==> src/rtl/pacman_pkg.sv <==
// Shared Pac-Man game-logic types and constants.
// Holds the frightened-mode state type, the ghost indices and the bonus value helper.
package pacman_pkg;

    localparam int NUM_GHOSTS       = 4;
    localparam int GHOST_BONUS_BASE = 200;
    localparam int BONUS_W          = 11;
    localparam int CHAIN_W          = 2;

    typedef enum logic [1:0] {
        IDLE   = 2'd0,
        FRIGHT = 2'd1,
        FLASH  = 2'd2
    } fright_state_t;

    typedef enum logic [1:0] {
        GHOST_BLINKY = 2'd0,
        GHOST_PINKY  = 2'd1,
        GHOST_INKY   = 2'd2,
        GHOST_CLYDE  = 2'd3
    } ghost_id_t;

    // Chain position 0..3 pays 200, 400, 800, 1600.
    function automatic logic [BONUS_W-1:0] bonus_for_chain(input logic [CHAIN_W-1:0] chain);
        return BONUS_W'(GHOST_BONUS_BASE) << chain;
    endfunction

endpackage

==> src/rtl/ghost_bonus_chain.sv <==
// Collects eaten ghosts into a pending mask and pays them out one per cycle,
// lowest index first, on a doubling 200..1600 chain.
module ghost_bonus_chain
    import pacman_pkg::*;
(
    input  logic                  Clk,
    input  logic                  Reset,
    input  logic                  clear,
    input  logic [NUM_GHOSTS-1:0] set_mask,
    output logic                  bonus_valid,
    output logic [BONUS_W-1:0]    bonus_points,
    output logic                  pending_empty
);

    logic [NUM_GHOSTS-1:0] pending;
    logic [NUM_GHOSTS-1:0] merged;
    logic [NUM_GHOSTS-1:0] drain_sel;
    logic [CHAIN_W-1:0]    chain;

    function automatic logic [CHAIN_W-1:0] chain_sat_inc(input logic [CHAIN_W-1:0] c);
        return (c == '1) ? c : c + CHAIN_W'(1);
    endfunction

    // Ghosts eaten this cycle can drain immediately, giving a one-cycle bonus latency.
    assign merged        = pending | set_mask;
    assign drain_sel     = merged & (~merged + NUM_GHOSTS'(1));
    assign pending_empty = (pending == '0);

    always_ff @(posedge Clk or posedge Reset) begin
        if (Reset) begin
            pending      <= '0;
            chain        <= '0;
            bonus_valid  <= 1'b0;
            bonus_points <= '0;
        end else if (clear) begin
            pending      <= '0;
            chain        <= '0;
            bonus_valid  <= 1'b0;
            bonus_points <= '0;
        end else begin
            pending     <= merged & ~drain_sel;
            bonus_valid <= |merged;
            if (|merged) begin
                bonus_points <= bonus_for_chain(chain);
                chain        <= chain_sat_inc(chain);
            end else begin
                bonus_points <= '0;
            end
        end
    end

endmodule

==> src/rtl/fright_timer.sv <==
// Frightened-mode window after a power pellet: frame countdown, flashing phase,
// per-ghost vulnerability mask and the ghost-eating bonus stream.
module fright_timer
    import pacman_pkg::*;
#(
    parameter int FRIGHT_FRAMES = 360,
    parameter int FLASH_FRAMES  = 120,
    parameter int BLINK_FRAMES  = 8
) (
    input  logic                  Clk,
    input  logic                  Reset,
    input  logic                  frame_tick,
    input  logic                  start_the_count,
    input  logic [NUM_GHOSTS-1:0] ghost_eaten,
    output logic                  frightened,
    output logic                  flashing,
    output logic                  blink,
    output logic [NUM_GHOSTS-1:0] ghost_vuln,
    output logic                  bonus_valid,
    output logic [BONUS_W-1:0]    bonus_points
);

    localparam int CNT_W = $clog2(FRIGHT_FRAMES + 1);
    localparam int BLK_W = $clog2(BLINK_FRAMES + 1);
    localparam logic [CNT_W-1:0] CNT_LOAD  = CNT_W'(FRIGHT_FRAMES);
    localparam logic [CNT_W-1:0] CNT_FLASH = CNT_W'(FLASH_FRAMES);
    localparam logic [BLK_W-1:0] BLK_LAST  = BLK_W'(BLINK_FRAMES - 1);

    fright_state_t         state, state_n;
    logic [CNT_W-1:0]      count, count_n, count_dec;
    logic [BLK_W-1:0]      blk_cnt, blk_cnt_n;
    logic                  blink_q, blink_n;
    logic [NUM_GHOSTS-1:0] vuln_n;
    logic [NUM_GHOSTS-1:0] eat_mask;
    logic                  start_p1;
    logic                  start_ev;
    logic                  pend_empty;

    assign start_ev  = start_the_count & ~start_p1;
    // A start in the same cycle as a collision wins: the collision is dropped.
    assign eat_mask  = (state != IDLE && !start_ev) ? (ghost_eaten & ghost_vuln) : '0;
    assign count_dec = (count != '0) ? count - CNT_W'(1) : count;

    always_ff @(posedge Clk or posedge Reset) begin
        if (Reset) begin
            state      <= IDLE;
            count      <= '0;
            blk_cnt    <= '0;
            blink_q    <= 1'b0;
            ghost_vuln <= '0;
            start_p1   <= 1'b0;
        end else begin
            state      <= state_n;
            count      <= count_n;
            blk_cnt    <= blk_cnt_n;
            blink_q    <= blink_n;
            ghost_vuln <= vuln_n;
            start_p1   <= start_the_count;
        end
    end

    always_comb begin
        state_n   = state;
        count_n   = count;
        blk_cnt_n = blk_cnt;
        blink_n   = blink_q;
        vuln_n    = ghost_vuln & ~eat_mask;
        if (start_ev) begin
            state_n   = FRIGHT;
            count_n   = CNT_LOAD;
            vuln_n    = '1;
            blink_n   = 1'b0;
            blk_cnt_n = '0;
        end else if (state != IDLE && ghost_vuln == '0 && pend_empty) begin
            // Every ghost eaten and paid: the window ends early.
            state_n   = IDLE;
            count_n   = '0;
            blink_n   = 1'b0;
            blk_cnt_n = '0;
        end else if (frame_tick) begin
            case (state)
                FRIGHT: begin
                    count_n = count_dec;
                    if (count_dec == CNT_FLASH) begin
                        state_n   = FLASH;
                        blink_n   = 1'b1;
                        blk_cnt_n = '0;
                    end
                end
                FLASH: begin
                    count_n = count_dec;
                    if (blk_cnt == BLK_LAST) begin
                        blk_cnt_n = '0;
                        blink_n   = ~blink_q;
                    end else begin
                        blk_cnt_n = blk_cnt + BLK_W'(1);
                    end
                    if (count_dec == '0) begin
                        state_n   = IDLE;
                        vuln_n    = '0;
                        blink_n   = 1'b0;
                        blk_cnt_n = '0;
                    end
                end
                default: ;
            endcase
        end
    end

    assign frightened = (state != IDLE);
    assign flashing   = (state == FLASH);
    assign blink      = blink_q & flashing;

    ghost_bonus_chain u_chain (
        .Clk           (Clk),
        .Reset         (Reset),
        .clear         (start_ev),
        .set_mask      (eat_mask),
        .bonus_valid   (bonus_valid),
        .bonus_points  (bonus_points),
        .pending_empty (pend_empty)
    );

endmodule

==> config.mk <==
export PLATFORM = sky130hd
export DESIGN_NAME = fright_timer
export DESIGN_NICKNAME = d
export VERILOG_FILES = /design/src/rtl/pacman_pkg.sv /design/src/rtl/ghost_bonus_chain.sv /design/src/rtl/fright_timer.sv
export SDC_FILE = /design/constraint.sdc
export NUM_CORES = 1
export LEC_CHECK = 0
export CAP_MARGIN = 20
export CORE_MARGIN = 10
export CORE_UTILIZATION = 47
export CTS_CLUSTER_SIZE = 30
export DETAILED_ROUTE_END_ITERATION = 8
export GPL_ROUTABILITY_DRIVEN = 0
export HOLD_SLACK_MARGIN = 0.15
export PLACE_DENSITY = 0.7
export SLEW_MARGIN = 20
export SYNTH_ARGS = -nofsm -noshare
export SYNTH_HDL_FRONTEND = slang
export SYNTH_SLANG_ARGS = --single-unit
export TNS_END_PERCENT = 5
==> constraint.sdc <==
create_clock -name Clk -period 4.8 [get_ports Clk]
set_input_delay 0.96 -clock Clk [delete_from_list [all_inputs] [get_ports Clk]]
set_output_delay 0.96 -clock Clk [all_outputs]
set_load 0.05 [all_outputs]
==> results of run 1 <==
power breakdown:
part | total (uW) | switching (uW) | internal (uW)
clock | 210 | 109 | 101
combinational | 645 | 401 | 244
sequential | 467 | 88.6 | 379
total | 1320 | 598 | 725
flip-flops by register name, indices dropped and copies added (netlist names):
signal,flops
u_chain.chain,2
u_chain.bonus_points,8
u_chain.pending,3
u_chain.bonus_valid,1
state,2
blk_cnt,4
blink_q,1
ghost_vuln,4
count,9
start_p1,1
logic make-up (layout without fill, tap and decap cells):
kind of cell	count (synthesis)	in the layout	synth area share, %
buffers and inverters	23	45	5.14
AO/OA/AOI/OAI	52	52	18.3
other	1	3	0.195
AND/OR/NAND/NOR	76	76	21.2
multiplexers	1	1	0.521
adder cells (fa/ha/maj)	9	9	5.86
XOR/XNOR	7	7	3.19
flip-flops	35	35	45.5
metal layers:
metal / global-route usage [%] / wire length [um] / vias to the layer above
li1: - / - / 764
met1: 13.9 / 1920 / 749
met2: 19.5 / 1940 / 22
met3: 4.20 / 174 / 4
met4: 3.81 / 33 / 0
met5: 0 / 0 / -
layout make-up:
type                       instances  area, um2  share of cell area [%]
multi-input combinational        148        956                    42.2
clock buffer                       6       72.6                    3.20
tap                               50       62.6                    2.76
sequential                        35        876                    38.7
timing repair buffer              24        238                    10.5
clock inverter                     2       12.5                   0.552
inverter                          13       48.8                    2.15
layout by cell type, fill, tap and decap left out, types with 8 or more instances in the layout:
cell type	Yosys	final
sky130_fd_sc_hd__inv_1	13	13
sky130_fd_sc_hd__clkdlybuf4s50_1	0	23
sky130_fd_sc_hd__nor3_1	11	11
sky130_fd_sc_hd__dfrtp_1	35	35
sky130_fd_sc_hd__and2_1	8	8
sky130_fd_sc_hd__ha_1	9	9
sky130_fd_sc_hd__nand2_1	9	9
sky130_fd_sc_hd__a21oi_1	9	9
sky130_fd_sc_hd__nor2_1	18	18
sky130_fd_sc_hd__o21ai_0	16	16
worst max-delay path, delay by kind of cell (launching register included):
kind          cells  cell delay, ns
buf+inv           2            0.90
flops             1            0.39
fa+ha+maj         1            0.29
simple gates      1            0.16
worst paths after layout:
kind / to / from / cells past startpoint
min reg2reg: blk_cnt[3] / blk_cnt[3] / 1
max: blink / state[0] / 4
max reg2reg: ghost_vuln[1] / count[0] / 8
min: blk_cnt[3] / blk_cnt[3] / 1
min in group asynchronous: u_chain.bonus_points[3] / Reset / 3
max in group asynchronous: u_chain.pending[1] / Reset / 3
stage by stage:
step / cell area (um2) / worst slack (ns)
floorplan: 1930 / 2.09
global placement: 2180 / 1.74
detailed placement: 2180 / 1.67
CTS: 2270 / 1.83
global route: 2270 / 1.71
finish: 2270 / 1.83
==> results_dict.tcl, run 1 <==
set metrics [dict create \
    worst_case_headroom_to_the_max_slew_limit_pct 41.1 \
    min_path_type "reg -> reg" \
    netlist_top_cells_area "sky130_fd_sc_hd__dfrtp_1, sky130_fd_sc_hd__ha_1, sky130_fd_sc_hd__o21ai_0" \
    grt_start_max_net_pins 36 \
    cts.repair.resized 0 \
    first_global_vias 1563 \
    cts_inserted_buffers 5 \
    worstPathMaxFanout 7 \
    slew_violations 0 \
    final.period_utilization_pct 61.9 \
    area_delta_synth_final_pct 17.8 \
    fmax_mhz 337 \
    starting_density_of_the_core_pct 48.4 \
    path_class "reg -> out" \
    syn_area_per_cell_um2 9.43 \
    grt_usage_pct 11.8 \
    synth_cell_types 44 \
    synth_enable_flop_cells 0 \
    cts_htree_levels 2 \
    tightest_slew_ns 0.874 \
    fin_worst_skew_ns 0.00589 \
    rsz0062_at_grt "no" \
    mappedNetlistArea_mm2 0.00192 \
    timing.critical_path.arrival_ns 2.01 \
    floorplan.die.height_um 84.0 \
    insertedDiodeCount 0 \
    setup_tns_ns 0 \
    crit_slowest_cell "sky130_fd_sc_hd__clkdlybuf4s50_1" \
    numPortBuffers 23 \
    grt_antenna_before_repair 0 \
    drc 0 \
    final_util_pct 57.1 \
    die_area_mm2 0.00705 \
    clkLatencyLatePin_ns 0.29 \
    worst_setup_path_start_kind "flip-flop" \
    num-fill-cells 362 \
    final_hold_viol_count 0 \
    static-leakage-power_uw 0.000978 \
    clock_sinks 35 \
    critPathCaptureType "output port" \
    crit_path_cell_trace "inv_1 -> ha_1 -> and2_1 -> clkdlybuf4s50_1" \
    routed_wirelength_mm 4.07 \
    grt_first_pass_wirelength_mm 7.13 \
    std_cell_rows 23 \
    total_power_uw 1320 \
    cts_post_setup_buffers_inserted 0 \
    yosys.area.top_type "sky130_fd_sc_hd__dfrtp_1" \
    hpwl_mm 2.96 \
    initialDrtViolationCount 77 \
    power-per-cell-area_mw_per_mm2 584 \
    final_layout_size_suffix_gt1_share_pct 5.70 \
    fin_cells 278 \
    ys_seq_elements 35 \
    clock_tree.root_cell "sky130_fd_sc_hd__clkbuf_8" \
    clockBufferDepth 2 \
    status "finished clean" \
    cts_clk_pin_slew_worst_paths_ns 0.07 \
    core_region_mm2 0.00397 \
    cts_tree "yes" \
    critPathRequiredTime_ns 3.84 \
    ff2ff_setup_slack_ns 1.88 \
    viasPerCell 5.54 \
    synth-warning-count 0 \
    post_drt_wl_per_cell_um 14.6 \
    setup_viol 0 \
    syn_inst 204 \
    synth-async-reset-ratio_pct 100 \
    synthFlopType "sky130_fd_sc_hd__dfrtp_1" \
    timing.max_cap.violations 0 \
    top_count_cell_post_synth "sky130_fd_sc_hd__dfrtp_1" \
    synth_common_cells "sky130_fd_sc_hd__dfrtp_1, sky130_fd_sc_hd__nor2_1, sky130_fd_sc_hd__o21ai_0, sky130_fd_sc_hd__inv_1, sky130_fd_sc_hd__nor3_1" \
    irDropWorstVdd_uv 314 \
    synth_top_cell_area_share_pct 45.5 \
    floorplan.io_pins 27 \
    die_x_um 84.0 \
    hold-worst-slack_ns 0.524 \
    quantity_of_hold_fixing_buffers_added_after_cts 0 \
    grt.overflow.total 0 \
    synth_seq_area_share_pct 45.5 \
    dr.pass1.iters 4 \
    design.final.nets 244 \
    via_count 1539 \
    antenna_violating_nets_post_route 0 \
    post-place-cells 270 \
    critical_path.max_stage_delay_ns 0.80 \
    final_period_minus_worst_setup_slack_ns 2.97 \
]
No activity file was read; power rests on OpenSTA's default activity.
==> run 2: changes to the inputs <==
Clock period 4.8 ns to 3 ns, I/O delays scaled along.
==> run 2 against run 1 <==
  * Total power rose by 63%
  * Utilization rose by 1.3 points
  * Global-route usage rose by 0.35 points
  * Sequential cell count did not move
  * Sequential power rose by 59%
  * Via count rose by 0.71%
  * Non-clock buffer count rose by 6
  * Combinational power rose by 67%
  * Clock power rose by 58%
  * First-iteration DRC count rose by 57%
  * Routed wire length rose by 2.2%
  * Clock skew fell by 0.00065 ns
  * Critical path type is now reg -> reg
  * Largest power group unchanged
==> results_dict.tcl, run 2 (synthesis gave the netlist of run 1 again) <==
set metrics [dict create \
    status "finished clean" \
    clock_tree.root_cell "sky130_fd_sc_hd__clkbuf_8" \
    std_cell_rows 23 \
    largest_register_ffs 9 \
    worstPathMaxFanout 9 \
    quantity_of_hold_fixing_buffers_added_after_cts 0 \
    reg2reg_depth 9 \
    critPathCaptureType "flip-flop" \
    critPathRequiredTime_ns 3.18 \
    combPwrFrac_pct 50.3 \
    path_class "reg -> reg" \
    min_from "blk_cnt[3]" \
    area_delta_synth_final_pct 20.4 \
    hpwl_mm 3.03 \
    routed_wirelength_mm 4.16 \
    clock_sinks 35 \
    final_design_area_no_fill_mm2 0.00232 \
    p_seq_share_pct 34.4 \
    irDropWorstVdd_uv 405 \
    clock_power_share_pct 15.4 \
    setup_tns_ns 0 \
    first_global_vias 1496 \
    regArea_um2 876 \
    multiInputGateArea_um2 961 \
    timing.max_cap.violations 0 \
    post_drt_wl_per_cell_um 14.6 \
    floorplan.io_pins 27 \
    dr.pass1.iters 4 \
    cts_post_setup_buffers_inserted 0 \
    grt_usage_pct 12.2 \
    worst_case_headroom_to_the_max_slew_limit_pct 66.0 \
    ff2ff_setup_slack_ns 0.22 \
    grt_start_max_net_pins 36 \
    initialDrtViolationCount 121 \
    static-leakage-power_uw 0.00101 \
    tightest_slew_ns 0.508 \
    die_area_mm2 0.00705 \
    grt_first_pass_wirelength_mm 7.30 \
    cts_clk_pin_slew_worst_paths_ns 0.07 \
    fmax_mhz 360 \
    worst_setup_path_start_kind "flip-flop" \
    cts_tree "yes" \
    clkLatencyLatePin_ns 0.29 \
    floorplan.die.height_um 84.0 \
    min_path_type "reg -> reg" \
    drc 0 \
    slew_violations 0 \
    cts_inserted_buffers 5 \
    starting_density_of_the_core_pct 48.4 \
    fin_worst_skew_ns 0.00524 \
    via_count 1550 \
    clockBufferDepth 2 \
    final.period_utilization_pct 92.6 \
    worstReg2RegStart "count[0]" \
    final_layout_size_suffix_gt1_share_pct 8.55 \
    power.net_switching_uw 970 \
    num-fill-cells 360 \
    most_frequent_standard_cell_in_the_layout_excluding_fill_and_tap_cells "sky130_fd_sc_hd__dfrtp_1" \
    viasPerCell 5.46 \
    power-per-cell-area_mw_per_mm2 932 \
    numPortBuffers 23 \
    rsz0062_at_grt "no" \
    reg.largest.list "count (9), u_chain.bonus_points (8)" \
    layout_common_cells "sky130_fd_sc_hd__dfrtp_1, sky130_fd_sc_hd__clkdlybuf4s50_1, sky130_fd_sc_hd__nor2_1, sky130_fd_sc_hd__o21ai_0, sky130_fd_sc_hd__inv_1" \
    grt_antenna_before_repair 0 \
    cts_htree_levels 2 \
    die_x_um 84.0 \
    worstHoldPathCells 1 \
    internal_power_summed_over_all_cells_uw 1190 \
    final_period_minus_worst_setup_slack_ns 2.78 \
    power_switching_share_pct 44.9 \
    timing.critical_path.arrival_ns 2.96 \
    cts.repair.resized 0 \
    grt.overflow.total 0 \
    design.final.nets 250 \
    antenna_violating_nets_post_route 0 \
    insertedDiodeCount 0 \
    final_hold_viol_count 0 \
    registers.top_by_ff_count "count" \
    placement_cell_area_mm2 0.00223 \
    core_region_mm2 0.00397 \
    setup_viol 0 \
    r2r_end "blk_cnt[2]" \
    timing.hold.worst_endpoint "blk_cnt[3]" \
]
-- run 2: changes by cell type in the layout (fill, tap and decap cells not counted) --
cell / change
sky130_fd_sc_hd__nor3_1: -1
sky130_fd_sc_hd__nor3_2: +1
sky130_fd_sc_hd__buf_4: +6
-- run 2: final cells by class --
cell class	instances	area share [%]
well taps	50	2.70
repair buffers	30	12.2
multi-input cells	148	41.5
inverters	13	2.11
clock inverters	2	0.540
flip-flops and latches	35	37.8
clock buffers	6	3.13
-- run 2: per-layer routing --
layer | vias up | wire, um | track usage [%]
li1 | 782 | - | -
met1 | 727 | 2010 | 15.7
met2 | 31 | 1890 | 18.1
met3 | 10 | 175 | 4.10
met4 | 0 | 74 | 4.87
met5 | - | 0 | 0
-- run 2: how the worst max path moves through the flow --
stage / start / endpoint
after floorplan: count[0] / blk_cnt[2]
after global placement: count[0] / blk_cnt[2]
after detailed placement: count[0] / ghost_vuln[1]
after CTS: count[0] / ghost_vuln[0]
after global routing: count[0] / blk_cnt[3]
final: count[0] / blk_cnt[2]
-- run 2: through the flow --
step                      util [%]  hold WS [ns]  std cells  total power [uW]  setup slack, ns
after global placement        56.0         0.495        276              1820            0.348
after detailed placement      56.0         0.496        276              1830            0.212
after global routing          58.3         0.551        284              2320           0.0438
final                         58.3         0.508        284              2160            0.222
after floorplan                  -         0.479        206              1510            0.292
after CTS                     58.2         0.512        284              2170            0.210
-- run 2: power by group through the flow --
| stage | registers [uW] | clock network (uW) | logic (uW) |
|---|---|---|---|
| 2_1_floorplan | 872 | 0 | 637 |
| 3_3_place_gp | 744 | 0 | 1070 |
| 3_5_place_dp | 747 | 0 | 1080 |
| 4_1_cts | 740 | 344 | 1090 |
| 5_1_grt | 763 | 366 | 1190 |
| 6_report | 741 | 332 | 1080 |
-- run 2: critical path, stage by stage, from the launching register on --
cell and delay, ns:
sky130_fd_sc_hd__dfrtp_1 0.45, sky130_fd_sc_hd__inv_1 0.09, sky130_fd_sc_hd__ha_1 0.22, sky130_fd_sc_hd__or3b_2 0.47, sky130_fd_sc_hd__or3_1 0.38, sky130_fd_sc_hd__mux2i_1 0.24, sky130_fd_sc_hd__nand2_1 0.10, sky130_fd_sc_hd__o31a_4 0.33
sky130_fd_sc_hd__o21bai_1 0.16, sky130_fd_sc_hd__a22o_1 0.22
==> run 3: changes to the inputs <==
Settings changed: PLACE_DENSITY 0.7 to default, PLACE_DENSITY_LB_ADDON from default to 0.12.
==> run 3 against run 2 <==
  * Utilization up 0.44 points
  * Non-clock buffer count down 2
  * First-iteration DRC count shrank 35%
  * Fmax fell by 2.0%
  * Critical path depth unchanged
  * Total power up 4.6%
  * Sequential share of layout area shrank 0.28 points
  * Clock-buffer cell count is the same
  * Via count is 1.5% higher
  * Largest power group unchanged
  * Clock power rose by 33%
==> results_dict.tcl, run 3 (synthesis gave the netlist of run 1 again) <==
set metrics [dict create \
    status "finished clean" \
    timing.max_cap.violations 0 \
    grt_start_max_net_pins 36 \
    most_frequent_standard_cell_in_the_layout_excluding_fill_and_tap_cells "sky130_fd_sc_hd__dfrtp_1" \
    floorplan.die.height_um 84.0 \
    critPathCaptureType "flip-flop" \
    floorplan.io_pins 27 \
    r2r_end "blk_cnt[2]" \
    starting_density_of_the_core_pct 48.4 \
    drc 0 \
    cts_clk_pin_slew_worst_paths_ns 0.07 \
    min_from "u_chain.chain[1]" \
    clkLatencyLatePin_ns 0.29 \
    largest_register_ffs 9 \
    cts_htree_levels 2 \
    layout_common_cells "sky130_fd_sc_hd__dfrtp_1, sky130_fd_sc_hd__clkdlybuf4s50_1, sky130_fd_sc_hd__nor2_1, sky130_fd_sc_hd__o21ai_0, sky130_fd_sc_hd__inv_1" \
    initialDrtViolationCount 79 \
    viasPerCell 5.58 \
    antenna_violating_nets_post_route 0 \
    worstReg2RegStart "count[0]" \
    via_count 1573 \
    clock_sinks 35 \
    clock_tree.root_cell "sky130_fd_sc_hd__clkbuf_8" \
    die_x_um 84.0 \
    grt_usage_pct 12.6 \
    static-leakage-power_uw 0.00102 \
    post_drt_wl_per_cell_um 15.6 \
    ff2ff_setup_slack_ns 0.17 \
    tightest_slew_ns 0.517 \
    area_delta_synth_final_pct 21.3 \
    worstHoldPathCells 1 \
    hold-worst-slack_ns 0.526 \
    reg.largest.list "count (9), u_chain.bonus_points (8)" \
    slew_violations 0 \
    final_period_minus_worst_setup_slack_ns 2.83 \
    numPortBuffers 23 \
    final.period_utilization_pct 94.4 \
    quantity_of_hold_fixing_buffers_added_after_cts 0 \
    internal_power_summed_over_all_cells_uw 1280 \
    rsz0062_at_grt "no" \
    global_route.peak_usage_layer "met2" \
    reg2reg_depth 9 \
    combPwrFrac_pct 47.2 \
    clock_power_share_pct 19.5 \
    critPathRequiredTime_ns 3.18 \
    worst_setup_path_start_kind "flip-flop" \
    insertedDiodeCount 0 \
    grt_antenna_before_repair 0 \
    met1_usage_pct 14.1 \
    routed_wirelength_mm 4.40 \
    total_power_uw 2260 \
    clockBufferDepth 2 \
    design.final.nets 248 \
    timing.critical_path.arrival_ns 3.02 \
    die_area_mm2 0.00705 \
    dr.pass1.iters 4 \
    final_hold_viol_count 0 \
    setup_viol 0 \
    cts_post_setup_buffers_inserted 0 \
    fmax_mhz 353 \
    grt_util_met3_pct 5.37 \
    min_path_type "reg -> reg" \
    irDropWorstVdd_uv 534 \
    path_class "reg -> reg" \
    first_global_vias 1559 \
    worstPathMaxFanout 9 \
    worst_case_headroom_to_the_max_slew_limit_pct 65.4 \
    grt_use_met2_pct 20.6 \
    std_cell_rows 23 \
    power_switching_share_pct 43.3 \
    power.net_switching_uw 977 \
    hpwl_mm 3.28 \
    cts_tree "yes" \
    cts_inserted_buffers 5 \
    final_layout_size_suffix_gt1_share_pct 8.19 \
    registers.top_by_ff_count "count" \
    setup_tns_ns 0 \
    fin_worst_skew_ns 0.00747 \
    timing.hold.worst_endpoint "u_chain.bonus_points[7]" \
    power-per-cell-area_mw_per_mm2 967 \
    cts.repair.resized 0 \
    p_seq_share_pct 33.2 \
    grt.overflow.total 0 \
    core_region_mm2 0.00397 \
    grt_first_pass_wirelength_mm 7.36 \
]
[run 3: cell count changes in the layout (fill, tap and decap cells not counted)]
cell                         change
sky130_fd_sc_hd__clkbuf_1        -1
sky130_fd_sc_hd__clkbuf_8        +1
sky130_fd_sc_hd__buf_4           -2
sky130_fd_sc_hd__clkinvlp_4      -1
sky130_fd_sc_hd__bufinv_16       +1
[run 3: power groups by stage]
stage          clock (uW)  sequential, uW  combinational, uW
6_report              441             750               1070
5_1_grt               475             777               1160
4_1_cts               450             749               1070
3_5_place_dp            0             755               1070
3_3_place_gp            0             749               1050
2_1_floorplan           0             872                637
[run 3: how the worst max path moves through the flow]
stage,cells past startpoint,endpoint,startpoint
after CTS,9,blk_cnt[2],count[0]
after global placement,9,blk_cnt[2],count[0]
after global routing,9,blk_cnt[2],count[0]
after detailed placement,9,blk_cnt[2],count[0]
final,9,blk_cnt[2],count[0]
after floorplan,10,blk_cnt[2],count[0]
[run 3: routing by layer]
metal	share of wire (%)	wire, um
met4	1.9	82
met3	6.1	267
met2	49	2160
met1	43	1890
met5	0	0
[run 3: through the flow]
step	area, um2	setup slack, ns	utilization, %	instances
2_1_floorplan	1930	0.292	-	206
3_3_place_gp	2210	0.266	55.7	274
3_5_place_dp	2210	0.195	55.7	274
4_1_cts	2330	0.179	58.6	282
5_1_grt	2330	0.000340	58.8	282
6_report	2330	0.167	58.8	282
[run 3: critical path: stages, from the launching register on]
cell	delay (ns)
sky130_fd_sc_hd__dfrtp_1	0.45
sky130_fd_sc_hd__inv_1	0.08
sky130_fd_sc_hd__ha_1	0.22
sky130_fd_sc_hd__or3b_2	0.55
sky130_fd_sc_hd__or3_1	0.40
sky130_fd_sc_hd__mux2i_1	0.21
sky130_fd_sc_hd__nand2_1	0.09
sky130_fd_sc_hd__o31a_4	0.33
sky130_fd_sc_hd__o21bai_1	0.17
sky130_fd_sc_hd__a22o_1	0.23
[run 3: area by class of cell]
cell class              count  area (um2)
inverters                  13        48.8
clock inverters             2        35.0
clock buffers               6        82.6
well taps                  50        62.6
fillers                   346        1640
flip-flops and latches     35         876
repair buffers             28         268
multi-input cells         148         961
